`src/rtl/store_trace_display.sv`:
```
// store_trace_display
//   Snoops the core's data-memory store port into a small FIFO. Each captured
//   store is shown on four active-low 7-segment digits for HOLD_CYCLES clocks.
//   After that the next entry is shown, so short store bursts stay readable.
//
// Ports
//   clk        in   system clock, rising edge
//   reset      in   synchronous, active-high
//   mem_write  in   store strobe, one cycle per store
//   data_adr   in   store address, bits [7:0] captured
//   write_data in   store data, bits [7:0] captured
//   hex00      out  shown data[3:0]
//   hex01      out  shown data[7:4]
//   hex10      out  shown adr[3:0]
//   hex11      out  shown adr[7:4]
//   fifo_full  out  count == DEPTH
//   fifo_empty out  count == 0
//   overflow   out  sticky, a store was dropped
//
// state | meaning
// IDLE  | nothing on display (dashes), waiting for a queued store
// SHOW  | shown_q on display, hold_q counts down to the next advance
module store_trace_display #(
  parameter int DEPTH       = 8,
  parameter int HOLD_CYCLES = 50000000
) (
  input  logic        clk,
  input  logic        reset,
  input  logic        mem_write,
  input  logic [31:0] data_adr,
  input  logic [31:0] write_data,
  output logic [6:0]  hex00,
  output logic [6:0]  hex01,
  output logic [6:0]  hex10,
  output logic [6:0]  hex11,
  output logic        fifo_full,
  output logic        fifo_empty,
  output logic        overflow
);

  localparam int AW = $clog2(DEPTH);
  localparam int CW = AW + 1;
  localparam int HW = (HOLD_CYCLES > 1) ? $clog2(HOLD_CYCLES) : 1;
  localparam logic [HW-1:0] HOLD_RELOAD = HW'(HOLD_CYCLES - 1);
  localparam logic [CW-1:0] FULL_COUNT  = CW'(DEPTH);
  localparam logic [6:0]    DASH        = 7'b0111111;

  typedef enum logic {IDLE, SHOW} state_e;

  state_e        state_q;
  logic [15:0]   fifo_mem [DEPTH];
  logic [AW-1:0] wr_ptr_q;
  logic [AW-1:0] rd_ptr_q;
  logic [CW-1:0] count_q;
  logic [HW-1:0] hold_q;
  logic [15:0]   shown_q;
  logic          overflow_q;

  logic full;
  logic push_en;
  logic pop_en;
  logic unused_bits;

  assign unused_bits = ^{data_adr[31:8], write_data[31:8]};

  assign full = (count_q == FULL_COUNT);

  // The FSM pops from IDLE as soon as anything is queued, and from SHOW only
  // once the hold has expired. Both cases require a non-empty FIFO.
  assign pop_en  = (count_q != '0) && ((state_q == IDLE) || (hold_q == '0));
  // A pop in the same cycle frees a slot, so a full FIFO still accepts.
  assign push_en = mem_write && (!full || pop_en);

  always_ff @(posedge clk) begin
    if (push_en) begin
      fifo_mem[wr_ptr_q] <= {data_adr[7:0], write_data[7:0]};
    end
  end

  always_ff @(posedge clk) begin
    if (reset) begin
      state_q    <= IDLE;
      wr_ptr_q   <= '0;
      rd_ptr_q   <= '0;
      count_q    <= '0;
      hold_q     <= '0;
      shown_q    <= '0;
      overflow_q <= 1'b0;
    end else begin
      if (push_en) begin
        wr_ptr_q <= wr_ptr_q + AW'(1);
      end
      if (pop_en) begin
        rd_ptr_q <= rd_ptr_q + AW'(1);
      end
      case ({push_en, pop_en})
        2'b10:   count_q <= count_q + CW'(1);
        2'b01:   count_q <= count_q - CW'(1);
        default: count_q <= count_q;
      endcase
      if (mem_write && full && !pop_en) begin
        overflow_q <= 1'b1;
      end

      case (state_q)
        IDLE: begin
          if (pop_en) begin
            shown_q <= fifo_mem[rd_ptr_q];
            hold_q  <= HOLD_RELOAD;
            state_q <= SHOW;
          end
        end
        SHOW: begin
          if (hold_q != '0) begin
            hold_q <= hold_q - HW'(1);
          end else if (pop_en) begin
            shown_q <= fifo_mem[rd_ptr_q];
            hold_q  <= HOLD_RELOAD;
          end else begin
            state_q <= IDLE;
          end
        end
        default: state_q <= IDLE;
      endcase
    end
  end

  function automatic logic [6:0] seg7(input logic [3:0] nib);
    logic [6:0] s;
    case (nib)
      4'h0: s = 7'b1000000;
      4'h1: s = 7'b1111001;
      4'h2: s = 7'b0100100;
      4'h3: s = 7'b0110000;
      4'h4: s = 7'b0011001;
      4'h5: s = 7'b0010010;
      4'h6: s = 7'b0000010;
      4'h7: s = 7'b0111000;
      4'h8: s = 7'b0000000;
      4'h9: s = 7'b0010000;
      4'hA: s = 7'b0001000;
      4'hB: s = 7'b0000011;
      4'hC: s = 7'b1000110;
      4'hD: s = 7'b0100001;
      4'hE: s = 7'b0000110;
      default: s = 7'b0001110;
    endcase
    return s;
  endfunction

  assign hex00 = (state_q == SHOW) ? seg7(shown_q[3:0])   : DASH;
  assign hex01 = (state_q == SHOW) ? seg7(shown_q[7:4])   : DASH;
  assign hex10 = (state_q == SHOW) ? seg7(shown_q[11:8])  : DASH;
  assign hex11 = (state_q == SHOW) ? seg7(shown_q[15:12]) : DASH;

  assign fifo_full  = full;
  assign fifo_empty = (count_q == '0);
  assign overflow   = overflow_q;

endmodule

```
`config.mk`:
```
export PLATFORM = sky130hd
export DESIGN_NAME = store_trace_display
export DESIGN_NICKNAME = d
export VERILOG_FILES = /design/src/rtl/store_trace_display.sv
export SDC_FILE = /design/constraint.sdc
export NUM_CORES = 1
export LEC_CHECK = 0
export ABC_AREA = 1
export CORE_ASPECT_RATIO = 0.8
export CORE_UTILIZATION = 55
export CTS_BUF_LIST = sky130_fd_sc_hd__clkbuf_8
export DETAILED_ROUTE_END_ITERATION = 16
export DONT_BUFFER_PORTS = 1
export GPL_TIMING_DRIVEN = 0
export HOLD_SLACK_MARGIN = 0.02
export PLACE_DENSITY_LB_ADDON = 0.25
export SLEW_MARGIN = 20
export SYNTH_ARGS = -nofsm -noshare
export SYNTH_HDL_FRONTEND = slang
export SYNTH_SLANG_ARGS = --single-unit
```
`constraint.sdc`:
```
create_clock -name clk -period 5.13 [get_ports clk]
set_clock_uncertainty 0.1 [all_clocks]
set_input_delay 1.026 -clock clk [delete_from_list [all_inputs] [get_ports clk]]
set_output_delay 1.026 -clock clk [all_outputs]
set_load 0.05 [all_outputs]
```
Word-level counts from Yosys, hierarchy flattened
Memories as Yosys holds them, arrays and structs flattened. A register that Yosys moved wholly into a read port is not among the register bits.
Cells that the tools add are included.
Word-level totals
  bits in registers: 54
  memory bits (writable): 128
  memory bits (read-only): 448
  input port bits: 67
  output and inout bits: 31
  word-level logic and storage cells: 61
  memories kept: 5
Operators by class
  add/subtract/negate cells: 5
  equality and inequality tests: 4
  multiplexer cells: 26
  bitwise operators: 1
  reductions and logical operators: 13
Memory list
  fifo_mem: depth 8, width 16, read ports 1, clocked after Yosys merged registers in 1, write ports 1, line 51  | logic [15:0] fifo_mem [DEPTH];
  (no name shown): depth 16, width 7, read ports 1, clocked after Yosys merged registers in 1, write ports 0, line 130  | case (nib)
  (no name shown): depth 16, width 7, read ports 1, clocked after Yosys merged registers in 1, write ports 0, line 130
  (no name shown): depth 16, width 7, read ports 1, clocked after Yosys merged registers in 1, write ports 0, line 130
  (no name shown): depth 16, width 7, read ports 1, clocked after Yosys merged registers in 1, write ports 0, line 130
Operators with widths (number)
  26-bit two-way mux: 2
  26-bit case mux with 2 select lines: 1
  16-bit two-way mux: 2
  4-bit two-way mux: 8
  16-bit case mux with 2 select lines: 1
  7-bit two-way mux: 4
  26-bit zero test: 1
  26-bit nonzero test: 1
  26-bit by 1-bit subtractor with 26-bit output, second input constant: 1
  4-bit case mux with 2 select lines: 1
  3-bit by 1-bit adder with 3-bit output, second input constant: 2
  3-bit two-way mux: 2
  4-bit by 1-bit adder with 4-bit output, second input constant: 1
  4-bit == test, second input constant: 1
  1-bit logical AND: 4
  4-bit zero test: 1
  1-bit two-way mux: 4
  4-bit nonzero test: 1
  4-bit by 1-bit subtractor with 4-bit output, second input constant: 1
  2-bit by 1-bit == test with 1-bit output, second input constant: 1
  2-bit == test, second input constant: 1
  1-bit zero test: 2
  1-bit logical OR: 2
  2-bit inequality test, second input constant: 1
  other kinds (3): 3

Logic depth before layout (Yosys ltp)
  depth after elaboration: 8
  gate-level depth with buffers: 18
  gate-level depth less buffers: 17

Worst setup path before layout
No wires, ideal clock.
  kind: register to register
  start point: reg hold_q[0]
  end point: mem fifo_mem[0][0] (enable)
  library setup time: 388 ps
  arrival: 2226 ps
  required time: 4642 ps
  path slack: 2416 ps
  cell stages (with the launch flop): 13
  path buffers: 0
  clock period less this slack: 2714 ps
  path through: dfxtp_1 -> inv_1 -> ha_1 -> nand2_1 -> nor2_1 -> nand3_1 -> nor2_1 -> nor2_1 -> nand2_1 -> nand2_1 -> inv_1 -> nand2_1 -> nor2_1
On the way
  cells in the longest elaborated chain, start to end: 7
Ends and longest elaborated chain
  from (decl): line 55  | logic [HW-1:0] hold_q;
  from (signal assigned): line 115  | hold_q <= hold_q - HW'(1);
  26-bit zero test: line 70  | assign pop_en = (count_q != '0) && ((state_q == IDLE) || (hold_q == '0));
  1-bit logical OR: line 70
  1-bit logical AND: line 70
  1-bit logical OR: line 72  | assign push_en = mem_write && (!full || pop_en);
  1-bit logical AND: line 72
  1-bit two-way mux: line 75  | if (push_en) begin
  1-bit two-way mux (implied by the code): line 76  | fifo_mem[wr_ptr_q] <= {data_adr[7:0], write_data[7:0]};
  to (decl): line 51
Every way passes these cells.

Worst setup path after layout
  start point: reg state_q
  end point: out hex10[3]
On the way
  cells in the longest elaborated chain, start to end: 1
Ends and longest elaborated chain
  from (decl): line 50  | state_e state_q;
  from (signal assigned): line 82  | state_q <= IDLE;
  from (signal assigned): line 110  | state_q <= SHOW;
  from (signal assigned): line 120  | state_q <= IDLE;
  7-bit two-way mux: line 153  | assign hex10 = (state_q == SHOW) ? seg7(shown_q[11:8]) : DASH;
  to (decl): line 34  | output logic [6:0] hex10,
Every way passes these cells.

==> Flow_metrics.wiki <==
{| class="wikitable"
! Metric !! Value
|-
| Worst Setup End Kind || output pin
|-
| Width of the die || 152 um
|-
| Clk sink count || 213
|-
| GRT overflow || 0
|-
| Overall die height || 122 um
|-
| Unique cell type count in the Yosys netlist || 44
|-
| Overall routed net length || 23000 um
|-
| Clock tree from TritonCTS || built
|-
| Remaining antenna violation count after routing || 0
|-
| Proportion of synthesized flip-flops having asynchronous set or reset || 0%
|-
| Aggregate global-route resource usage || 25.6%
|-
| Worst hold path cell count || 2
|-
| Number of H-tree branching levels || 2
|-
| Largest fanout of any net on the critical path || 10
|-
| Final Cycle Share || 66.1%
|-
| Placer Congestion || 0.908
|-
| Largest stage delay on the critical path || 0.45 ns
|-
| Maximum clock frequency || 0.295 GHz
|-
| Antenna Diode Count || 0
|-
| Post-detailed-route DRC marker count || 0
|-
| Clock-pin transition on the worst setup and hold timing paths || 0.06 ns
|-
| Wire length of the first global-routing pass || 36800 um
|-
| Wire length per cell after detailed routing || 17.0 um
|-
| CP bufs+invs || 3
|-
| Worst endpoint required time || 4.00 ns
|-
| Starting density of the core || 56.8%
|-
| Number of violations of the max-capacitance limit || 0
|-
| Maximum number of pins on one net before global-route repair || 12
|-
| Post-CTS sizing || 0
|-
| Power, Total || 0.00721 W
|-
| Power density relative to cell area || 653 nW/um^2
|-
| Final worst setup slack || 1.74 ns
|-
| Clk Latency, worst-skew pair || 0.54 ns
|-
| Top flip-flop cell by instance count after synthesis || edfxtp_1
|-
| Master of the slowest instance on the critical path || or2_2
|-
| Count of nets after finishing || 1198
|-
| Largest buffer count on any clock path || 3
|-
| Number of antenna violations at the first check in global routing || 0
|-
| Type of the worst min-delay path || reg2reg
|-
| Net count after synthesis || 1154
|-
| Number of input and output port buffers inserted || 0
|-
| Share of final-layout standard cells stronger than drive strength 1 || 13.9%
|-
| Total number of vias || 7497
|-
| Sort of element at the start of the critical path || flip-flop
|-
| Relative slew slack || 56.2%
|-
| Peak supply drop || 0.373 mV
|-
| Share of the yosys chip area belonging to registers || 55.9%
|-
| Placement-stage worst setup slack || 2.03 ns
|-
| Number of global-route vias before repair || 6869
|-
| Area of the placeable core || 17500 um^2
|-
| Std cell rows || 43
|-
| Netlist area before placement || 9930 um^2
|-
| Number of max-slew violations in the final report || 0
|-
| Arr. time, crit path || 2.27 ns
|-
| Ports || 98
|-
| Crit-path most repeated cell || clkbuf_1
|-
| Buffers inserted during post-CTS setup optimization || 0
|-
| Number of hold buffers added after CTS || 0
|-
| Number of failing hold endpoints at the final stage || 0
|-
| Crit path time final || 3.39 ns
|-
| Crit-path cells || clkbuf_1, inv_1, clkbuf_1, or2_2
|-
| Vias per cell || 5.55
|-
| Non-filler instance count after layout || 1352
|-
| Placed cell count || 1292
|-
| Stages on the worst setup path || 4
|-
| Total Die Area || 18600 um^2
|-
| TritonRoute pass-1 iters || 5
|-
| Number of warnings printed during yosys synthesis || 0
|-
| Final number of setup-violating endpoints || 0
|-
| Mapped Avg Cell Area || 9.37 um^2
|-
| Run status || completed
|-
| Number of enable-type register cells in the synthesized netlist || 128
|-
| Static Leak || 4.61 nW
|-
| RSZ-0062 raised after global routing || no
|-
| Post-synthesis cell count || 1059
|-
| Post-synthesis register bit count || 213
|-
| Slew @ Worst Pin || 0.656 ns
|-
| Half-perimeter wire length of the detailed placement result || 16000 um
|-
| Sum of negative setup slack || 0 ns
|-
| Path type of the worst setup path || reg2out
|-
| Largest delay share family, worst path || buffers and inverters
|-
| Area Overhead vs Synth || 11.3%
|-
| First-iteration detailed-routing DRC count || 597
|-
| Clock root cell || clkbuf_8
|-
| Number of CTS-inserted buffers || 34
|-
| Number of cells on the worst reg-to-reg path || 13
|}
layer usage:
layer / vias up / part of all wire (%) / GRT usage, %
li1: 3668 / - / -
met1: 3492 / 45 / 36.0
met2: 284 / 44 / 39.1
met3: 53 / 8.4 / 5.48
met4: 0 / 2.5 / 9.82
met5: - / 0 / 0
layout make-up:
type                    instances  area, um^2
well taps                     225         282
clock buffers                  37         509
plain buffers                  46         274
multi-input cells             686        3700
fillers                      1401        6430
clock inverters                23         193
flip-flops and latches        213        5550
inverters                     114         428
repair buffers                  8         120
layout by cell type, fill, tap and decap left out, types with 21 or more instances in the layout:
cell type  count
or2_2         25
nor2_1        69
a21oi_1       29
nand3_1      112
o21ai_0       52
edfxtp_1     128
nand2_1      242
clkbuf_1      21
inv_1        110
dfxtp_1       85
ha_1          28
nand4_1       37
clkbuf_8      37
cells by family after synthesis:
logic type,share of synthesized area [%]
flops,55.9
xor+xnor,0.441
compound gates,6.35
simple gates,26.7
buf+inv,7.07
fa+ha+maj,3.53
report_power, final:
| part | leakage [nW] | switching (W) | internal, W |
|---|---|---|---|
| clock network | 0.382 | 0.000680 | 0.000825 |
| registers | 1.87 | 0.000145 | 0.00212 |
| logic | 2.37 | 0.00245 | 0.000999 |
| total | 4.61 | 0.00327 | 0.00394 |
cell usage after synthesis (6+ instances only):
library cell  instances  area (um^2)
nand2_1             242          908
buf_2                10         50.1
a21oi_1              29          145
or2_2                25          156
nor3_1                8         40.0
nor2_1               77          289
inv_1               103          387
dfxtp_1              85         1700
inv_2                 9         33.8
o21ai_1              10         50.1
nand3_2              14          140
ha_1                 28          350
a31oi_1               9         56.3
edfxtp_1            128         3840
o21ai_0              52          260
buf_6                 6         67.6
clkbuf_1             21         78.8
nand4_1              37          231
nand3_1             112          561
metrics by stage:
stage,area (um^2),hold slack (ns),utilization [%]
detailed placement,10300,0.378,59.2
global route,11100,0.413,63.2
CTS,11100,0.387,63.2
floorplan,9930,0.344,-
finish,11100,0.389,63.2
global placement,10200,0.353,58.4
final timing paths:
check / slack, ns / start / end
worst min-delay path: 0.39 / rd_ptr_q[1] / flip-flop
worst min register to register: 0.39 / rd_ptr_q[1] / flip-flop
worst max register to register: 1.98 / hold_q[0] / fifo_mem[4][2]
worst max-delay path: 1.74 / state_q / hex10[3]
worst min-delay path, cell delays in order (launching register included):
cell,delay (ns)
dfxtp_1,0.33
nor2_1,0.06
nor2_1,0.09
No activity file was read; power rests on OpenSTA's default activity.
